`src/rtl/decode_stage_hazard.sv`:
```
// decode_stage_hazard
//   MIPS ID stage for a 5-stage pipeline. It contains:
//     - a register file with write-through from WB,
//     - the main control decode,
//     - jump and branch resolution inside ID,
//     - load-use and branch-operand hazard detection,
//     - the ID/EX pipeline register,
//     - a sticky halt.
//
// Optional feature macro: ID_BRANCH_FWD_EN
//   When defined, a branch operand that matches a non-load MEM destination takes i_mem_data
//   instead of stalling. When undefined, every MEM dependency of a branch source stalls and
//   i_mem_data is ignored.
//
// Ports
//   i_clk, i_reset            clock (rising edge); asynchronous active-low reset
//   i_valid, i_pc4,           IF/ID contents
//     i_instruction
//   i_flush                   squash: load a bubble into ID/EX
//   i_wb_*                    register-file write port
//   i_ex_*, i_mem_*           EX/MEM destination info used for hazards; i_mem_data is used
//                             for forwarding
//   o_stall, o_jump,          combinational fetch control
//     o_jump_addr
//   o_halt                    sticky halt flag
//   o_valid, o_RA, o_RB,      ID/EX register outputs
//     o_imm, o_instr, o_ctrl
//   o_ctrl bit layout:
//     [10]   wb_write
//     [9]    mem_to_reg (1 = ALU result)
//     [8]    mem_read
//     [7]    mem_write
//     [6]    mem_unsigned
//     [5:4]  mem_size
//     [3]    alu_src
//     [2]    reg_dst
//     [1:0]  alu_op
module decode_stage_hazard #(
  parameter int unsigned DATA_W   = 32,
  parameter int unsigned NUM_REGS = 32,
  localparam int unsigned REG_AW  = $clog2(NUM_REGS)
) (
  input  logic              i_clk,
  input  logic              i_reset,
  input  logic              i_valid,
  input  logic [31:0]       i_pc4,
  input  logic [31:0]       i_instruction,
  input  logic              i_flush,
  input  logic              i_wb_we,
  input  logic [REG_AW-1:0] i_wb_reg,
  input  logic [DATA_W-1:0] i_wb_data,
  input  logic              i_ex_mem_read,
  input  logic              i_ex_we,
  input  logic [REG_AW-1:0] i_ex_dst,
  input  logic              i_mem_read,
  input  logic              i_mem_we,
  input  logic [REG_AW-1:0] i_mem_dst,
  input  logic [DATA_W-1:0] i_mem_data,
  output logic              o_stall,
  output logic              o_jump,
  output logic [31:0]       o_jump_addr,
  output logic              o_halt,
  output logic              o_valid,
  output logic [DATA_W-1:0] o_RA,
  output logic [DATA_W-1:0] o_RB,
  output logic [DATA_W-1:0] o_imm,
  output logic [31:0]       o_instr,
  output logic [10:0]       o_ctrl
);

  localparam logic [5:0] OpSpecial = 6'h00;
  localparam logic [5:0] OpJ       = 6'h02;
  localparam logic [5:0] OpJal     = 6'h03;
  localparam logic [5:0] OpBeq     = 6'h04;
  localparam logic [5:0] OpBne     = 6'h05;
  localparam logic [5:0] OpAndi    = 6'h0C;
  localparam logic [5:0] OpOri     = 6'h0D;
  localparam logic [5:0] OpXori    = 6'h0E;
  localparam logic [5:0] OpLb      = 6'h20;
  localparam logic [5:0] OpLh      = 6'h21;
  localparam logic [5:0] OpLw      = 6'h23;
  localparam logic [5:0] OpLbu     = 6'h24;
  localparam logic [5:0] OpLhu     = 6'h25;
  localparam logic [5:0] OpLwu     = 6'h27;
  localparam logic [5:0] OpSb      = 6'h28;
  localparam logic [5:0] OpSh      = 6'h29;
  localparam logic [5:0] OpSw      = 6'h2B;
  localparam logic [5:0] FnJr      = 6'h08;
  localparam logic [5:0] FnJalr    = 6'h09;

  // ---------------------------------------------------------------------------------------------
  // Field extraction and decode
  // ---------------------------------------------------------------------------------------------
  logic [5:0]        op, funct;
  logic [REG_AW-1:0] rs_idx, rt_idx;

  assign op     = i_instruction[31:26];
  assign funct  = i_instruction[5:0];
  assign rs_idx = REG_AW'(i_instruction[25:21]);
  assign rt_idx = REG_AW'(i_instruction[20:16]);

  logic is_special, is_jr, is_jalr, is_alu_r, is_j, is_jal, is_beq, is_bne;
  logic is_ialu, is_load, is_store, is_halt, is_zext, rt_src;

  assign is_halt    = (i_instruction == 32'hFFFF_FFFF);
  assign is_special = (op == OpSpecial);
  assign is_jr      = is_special && (funct == FnJr);
  assign is_jalr    = is_special && (funct == FnJalr);
  assign is_alu_r   = is_special && !is_jr && !is_jalr;
  assign is_j       = (op == OpJ);
  assign is_jal     = (op == OpJal);
  assign is_beq     = (op == OpBeq);
  assign is_bne     = (op == OpBne);
  assign is_ialu    = (op[5:3] == 3'b001);
  assign is_load    = (op == OpLb) || (op == OpLh) || (op == OpLw) ||
                      (op == OpLbu) || (op == OpLhu) || (op == OpLwu);
  assign is_store   = (op == OpSb) || (op == OpSh) || (op == OpSw);
  assign is_zext    = (op == OpAndi) || (op == OpOri) || (op == OpXori);
  // rt is read (not written) by R-type ALU ops, branches and stores.
  assign rt_src     = is_alu_r || is_beq || is_bne || is_store;

  logic [1:0]  mem_size;
  logic        mem_uns;
  logic [10:0] ctrl;

  always_comb begin
    // Low opcode bits encode the access size for all loads and stores; bit 2 marks unsigned loads.
    mem_size = (op[1:0] == 2'b00) ? 2'b00 : (op[1:0] == 2'b01) ? 2'b01 : 2'b11;
    mem_uns  = is_load && op[2];
    ctrl     = '0;
    if (is_alu_r)      ctrl = 11'h606;
    else if (is_jalr)  ctrl = 11'h604;
    // Link value pc4+4 is computed by the ALU, so link writes take the ALU result.
    else if (is_jal)   ctrl = 11'h600;
    else if (is_ialu)  ctrl = 11'h60B;
    else if (is_load)  ctrl = {1'b1, 1'b0, 1'b1, 1'b0, mem_uns, mem_size, 1'b1, 1'b0, 2'b00};
    else if (is_store) ctrl = {1'b0, 1'b0, 1'b0, 1'b1, 1'b0, mem_size, 1'b1, 1'b0, 2'b00};
  end

  // ---------------------------------------------------------------------------------------------
  // Register file with write-through from WB
  // ---------------------------------------------------------------------------------------------
  logic [DATA_W-1:0] rf_q [NUM_REGS];

  always_ff @(posedge i_clk or negedge i_reset) begin
    if (!i_reset) begin
      for (int unsigned i = 0; i < NUM_REGS; i++) rf_q[i] <= '0;
    end else if (i_wb_we && (i_wb_reg != '0)) begin
      rf_q[i_wb_reg] <= i_wb_data;
    end
  end

  logic [DATA_W-1:0] rs_rf, rt_rf;

  always_comb begin
    rs_rf = rf_q[rs_idx];
    if (i_wb_we && (i_wb_reg == rs_idx)) rs_rf = i_wb_data;
    if (rs_idx == '0) rs_rf = '0;
    rt_rf = rf_q[rt_idx];
    if (i_wb_we && (i_wb_reg == rt_idx)) rt_rf = i_wb_data;
    if (rt_idx == '0) rt_rf = '0;
  end

  // ---------------------------------------------------------------------------------------------
  // Hazard detection and branch operands
  // ---------------------------------------------------------------------------------------------
  logic ex_rs, ex_rt, mem_rs, mem_rt, mem_rs_stall, mem_rt_stall;
  logic [DATA_W-1:0] rs_br, rt_br;

  assign ex_rs  = i_ex_we && (i_ex_dst != '0) && (i_ex_dst == rs_idx);
  assign ex_rt  = i_ex_we && (i_ex_dst != '0) && (i_ex_dst == rt_idx);
  assign mem_rs = i_mem_we && (i_mem_dst != '0) && (i_mem_dst == rs_idx);
  assign mem_rt = i_mem_we && (i_mem_dst != '0) && (i_mem_dst == rt_idx);

`ifdef ID_BRANCH_FWD_EN
  // A MEM ALU result is already available; only a MEM load still has to wait.
  assign mem_rs_stall = mem_rs && i_mem_read;
  assign mem_rt_stall = mem_rt && i_mem_read;
  assign rs_br        = (mem_rs && !i_mem_read) ? i_mem_data : rs_rf;
  assign rt_br        = (mem_rt && !i_mem_read) ? i_mem_data : rt_rf;
`else
  assign mem_rs_stall = mem_rs;
  assign mem_rt_stall = mem_rt;
  assign rs_br        = rs_rf;
  assign rt_br        = rt_rf;
  logic unused_mem;
  assign unused_mem = ^{i_mem_data, i_mem_read};
`endif

  logic load_use, br_stall, hazard, br_eq, jump_kind;
  logic halt_q;

  assign load_use  = i_ex_mem_read && (i_ex_dst != '0) &&
                     ((i_ex_dst == rs_idx) || (rt_src && (i_ex_dst == rt_idx)));
  assign br_stall  = ((is_beq || is_bne || is_jr || is_jalr) && (ex_rs || mem_rs_stall)) ||
                     ((is_beq || is_bne) && (ex_rt || mem_rt_stall));
  assign hazard    = load_use || br_stall;
  assign br_eq     = (rs_br == rt_br);
  assign jump_kind = is_j || is_jal || is_jr || is_jalr || (is_beq && br_eq) ||
                     (is_bne && !br_eq);

  assign o_stall = i_valid && !halt_q && hazard;
  assign o_jump  = i_valid && !o_stall && !halt_q && jump_kind;

  logic [31:0] imm_sext32;
  assign imm_sext32 = {{16{i_instruction[15]}}, i_instruction[15:0]};

  always_comb begin
    o_jump_addr = i_pc4 + {imm_sext32[29:0], 2'b00};
    if (is_j || is_jal)        o_jump_addr = {i_pc4[31:28], i_instruction[25:0], 2'b00};
    else if (is_jr || is_jalr) o_jump_addr = rs_br[31:0];
  end

  // ---------------------------------------------------------------------------------------------
  // ID/EX register and sticky halt
  // ---------------------------------------------------------------------------------------------
  logic              bubble, halt_d;
  logic              valid_q;
  logic [10:0]       ctrl_q;
  logic [31:0]       instr_q, instr_d;
  logic [DATA_W-1:0] ra_q, rb_q, imm_q, ra_d, rb_d, imm_d;

  // HALT enters ID/EX as a bubble as well.
  assign bubble = i_flush || o_stall || !i_valid || halt_q || is_halt;
  assign halt_d = halt_q || (i_valid && is_halt && !hazard);

  always_comb begin
    ra_d    = rs_rf;
    rb_d    = rt_rf;
    instr_d = i_instruction;
    if (is_jal || is_jalr) begin
      ra_d = DATA_W'(i_pc4);
      rb_d = DATA_W'(32'd4);
    end
    if (is_jal) instr_d = {i_instruction[31:21], 5'd31, i_instruction[15:0]};
    imm_d = is_zext ? DATA_W'({16'h0000, i_instruction[15:0]})
                    : {{(DATA_W-16){i_instruction[15]}}, i_instruction[15:0]};
  end

  always_ff @(posedge i_clk or negedge i_reset) begin
    if (!i_reset) begin
      halt_q  <= 1'b0;
      valid_q <= 1'b0;
      ctrl_q  <= '0;
      instr_q <= '0;
      ra_q    <= '0;
      rb_q    <= '0;
      imm_q   <= '0;
    end else begin
      halt_q <= halt_d;
      ra_q   <= ra_d;
      rb_q   <= rb_d;
      imm_q  <= imm_d;
      if (bubble) begin
        valid_q <= 1'b0;
        ctrl_q  <= '0;
        instr_q <= '0;
      end else begin
        valid_q <= 1'b1;
        ctrl_q  <= ctrl;
        instr_q <= instr_d;
      end
    end
  end

  assign o_halt  = halt_q;
  assign o_valid = valid_q;
  assign o_ctrl  = ctrl_q;
  assign o_instr = instr_q;
  assign o_RA    = ra_q;
  assign o_RB    = rb_q;
  assign o_imm   = imm_q;

endmodule

```
`config.mk`:
```
export PLATFORM = sky130hd
export DESIGN_NAME = decode_stage_hazard
export DESIGN_NICKNAME = d
export VERILOG_FILES = /design/src/rtl/decode_stage_hazard.sv
export SDC_FILE = /design/constraint.sdc
export NUM_CORES = 2
export LEC_CHECK = 0
export BUFFER_PORTS_ARGS = -buffer_cell sky130_fd_sc_hd__buf_4
export CAP_MARGIN = 20
export CORE_UTILIZATION = 60
export CTS_CLUSTER_DIAMETER = 40
export DETAILED_ROUTE_END_ITERATION = 7
export HOLD_SLACK_MARGIN = 0.03
export MAX_ROUTING_LAYER = met4
export PLACE_DENSITY = 0.85
export SLEW_MARGIN = 0
export SYNTH_ARGS = -nofsm -noshare
export SYNTH_HDL_FRONTEND = slang
export SYNTH_SLANG_ARGS = --single-unit
```
`constraint.sdc`:
```
create_clock -name i_clk -period 8.7 [get_ports i_clk]
set_input_delay 1.74 -clock i_clk [delete_from_list [all_inputs] [get_ports i_clk]]
set_output_delay 1.74 -clock i_clk [all_outputs]
set_load 0.1 [all_outputs]
```
==> flow_summary.yaml <==
floorplanning:
  die-height_um: 324
  floorplan.initialDensity_pct: 60.8
  fp-row-count: 117
  die_w_um: 324
  die-area_um2: 105000
  ioPinCount: 327
  core_um2: 102000
routing:
  detail_route.drc_violations: 0
  routed_wire_length_per_instance_um: 35.3
  routed_wl_um: 215000
  initialDrtViolationCount: 6640
  antenna_violating_nets_post_route: 0
  detailroute.via_count: 45300
  firstDrtPassIters: 8
  routed_via_density: 7.45
worst_setup_path:
  cp.required_ns: 6.96
  critPathLaunchType: "primary input"
  critical_path.endpoint_type: "output pin"
  criticalPathCategory: "in -> out"
  timing.critical_path.fanout_max: 16
  cp_slowest_stage_delay_ns: 0.81
  timing.reg2reg.setup_slack_ns: 6.00
  cpMaxStageDelayCell: "sky130_fd_sc_hd__nand2b_1"
  worstPathArrival_ns: 6.90
  cp_common_cell: "sky130_fd_sc_hd__buf_4"
  crit_chain: "buf_4 > buf_4 > nand2b_1 > a211oi_1 > or4_1 > o21ai_0 > xnor2_1 > nor3_1 > nand4_1 > nor4_2 > buf_4 > a211oi_1 > a211oi_1 > buf_4"
sta:
  final.period_utilization_pct: 99.3
  maxClockFrequency_mhz: 116
  hold_violations: 0
  final.min_clock_period_ns: 8.64
  finalWorstSetupSlack_ns: 0.0607
  timing.clock.skew_ns: 0.0336
  setup_total_negative_slack_ns: 0
  hold-worst-slack_ns: 0.399
  unrepaired_setup_endpoints_after_global_routing: "false"
  final-setup-viol-count: 0
  worst-slew-pin-transition_ns: 1.33
  drv_slew: 0
  timing.max_slew.rel_slack_pct: 11.1
synth:
  synth_cell_type_count: 80
  syn_avg_cell_area_um2: 14.1
  post-synth-top-area-cell: "sky130_fd_sc_hd__dfrtp_1"
  yosys.area.top_type_share_pct: 46.3
  number_of_cells_produced_by_synthesis: 4416
  asyncSetResetFlopFracSynth_pct: 100
  post_synth_mux_area_share_pct: 39.2
  ys_top_cells_by_area: "sky130_fd_sc_hd__dfrtp_1, sky130_fd_sc_hd__mux2_2, sky130_fd_sc_hd__mux4_2"
  ys_seq_area_share_pct: 46.3
  synth-compound-area-share_pct: 4.47
  mappedNetlistArea_um2: 62200
  synth_xor_area_share_pct: 1.14
  synth_top_family_by_area: "multiplexers"
  number_of_synthesized_register_bits: 1150
  synth-simple-area-share_pct: 4.56
  synth.net_count: 4598
  synth_enable_flop_cells: 0
  synth-main-ff-cell: "sky130_fd_sc_hd__dfrtp_1"
  synth_warnings: 0
  synth_fa_ha_area_share_pct: 0.616
clock_tree:
  h-tree-depth: 4
  cts_clk_pin_slew_worst_paths_ns: 0.05
  cts_made_buffers: 145
  clock_tree.root_cell: "sky130_fd_sc_hd__clkbuf_16"
  cts_setup_buffers: 0
  cts_sinks: 1150
  cts_hold_repair.buffers: 0
  clk_latency_ns: 0.79
  clk_path_buf_depth: 3
  cts_tree: "built"
  cts_resized: 0
power:
  fin_total_pwr_mw: 18.1
  powerDensity_nw_per_um2: 255
  irDropWorstVdd_mv: 0.227
  power_leakage_nw: 31.2
global_route:
  gr-total-overflow: 0
  grt_start_max_net_pins: 169
  grt_antenna_before_repair: 26
  via_count_of_the_first_global_routing_pass: 46200
  grt_first_pass_wirelength_um: 313000
  grtUsageTotal_pct: 43.1
layout:
  commonest_non_fill_non_tap_cells_in_the_layout: "sky130_fd_sc_hd__dfrtp_1, sky130_fd_sc_hd__mux2_2, sky130_fd_sc_hd__mux4_2"
  layout-drive-gt1-share_pct: 50.0
  final_cell_area_um2: 71100
  utilization_pct: 69.4
  nFillCells: 6409
  final_common_cell: "sky130_fd_sc_hd__dfrtp_1"
  syn_to_final_growth_pct: 14.3
  nNetsFinal: 4750
  finish.cell_count_without_fillers: 6082
place:
  placement.cell_area_um2: 65800
  io_buffer_count: 293
  gp_routability_congestion: 0.958
  dpl.hpwl_um: 129000
  numPlacedInstances: 5787
  dp_slack_ns: 0.400
worst_hold_path:
  hold_class: "reg -> reg"
job:
  max_cap_viol_count: 0
outcome:
  run_status: "complete, no violations"
-- area by class of cell --
cell class	count	area, µm²	share of cell area, %
Clock buffer	181	4060	5.72
Antenna cell	28	70.1	0.0986
Multi-Input combinational cell	2775	31300	44.1
Sequential cell	1150	28800	40.5
Tap cell	1368	1710	2.41
Clock inverter	84	1170	1.64
Inverter	28	108	0.151
Timing Repair Buffer	468	3840	5.41
-- registers in the layout, indices dropped and copies added, names as in the netlist --
signal,flops
o_halt,1
rf_q,1024
o_valid,1
o_instr,32
o_RB,32
o_RA,32
o_imm,17
o_ctrl,11
-- cells in the mapped netlist, types with 48 or more instances --
library cell / number
sky130_fd_sc_hd__a21oi_1: 64
sky130_fd_sc_hd__buf_1: 60
sky130_fd_sc_hd__buf_2: 59
sky130_fd_sc_hd__buf_4: 52
sky130_fd_sc_hd__clkbuf_1: 266
sky130_fd_sc_hd__dfrtp_1: 1150
sky130_fd_sc_hd__mux2_2: 1050
sky130_fd_sc_hd__mux2i_1: 92
sky130_fd_sc_hd__mux4_2: 517
sky130_fd_sc_hd__nand2_1: 232
sky130_fd_sc_hd__nor2_1: 120
sky130_fd_sc_hd__o21ai_0: 75
sky130_fd_sc_hd__o22ai_1: 48
-- power by group --
| part | switching [mW] | internal (mW) |
|---|---|---|
| clock network | 2.50 | 4.03 |
| registers | 0.760 | 6.33 |
| logic | 2.44 | 2.05 |
-- metal layers --
metal	vias up	wire length (µm)	track usage (%)	part of all wire [%]
met2	4019	92900	59.0	43
li1	17100	-	-	-
met4	0	19200	32.9	9.0
met5	-	0	-	0
met3	1205	32400	18.0	15
met1	23000	70500	50.2	33
-- path summary, 6_finish.rpt --
| kind | start | to | cells after the start |
|---|---|---|---|
| setup / recovery | i_instruction[19] | o_jump | 14 |
| hold / removal | rf_q[1012]$_DFFE_PN0P_ | rf_q[1012]$_DFFE_PN0P_ | 0 |
| setup reg to reg | rf_q[4]$_DFFE_PN0P_ | o_RA[4]$_DFF_PN0_ | 6 |
| hold reg to reg | rf_q[1012]$_DFFE_PN0P_ | rf_q[1012]$_DFFE_PN0P_ | 0 |
| max in group asynchronous | i_reset | rf_q[192]$_DFFE_PN0P_ | 3 |
| min in group asynchronous | i_reset | o_RB[26]$_DFF_PN0_ | 1 |
-- cell families (layout without fill, tap and decap cells) --
kind of cell | Yosys count | after routing
flops | 1150 | 1150
other cells | 0 | 28
xor+xnor | 81 | 81
fa+ha+maj | 30 | 30
mux | 1660 | 1660
compound gates | 406 | 406
simple gates | 598 | 598
buf+inv | 491 | 761
-- worst max-delay path: cells and delay by family --
family          cells  cell delay, ns
simple gates        5            2.40
buf+inv             4            1.33
compound gates      4            1.21
xor+xnor            1            0.19
No activity file was read; power rests on OpenSTA's default activity.
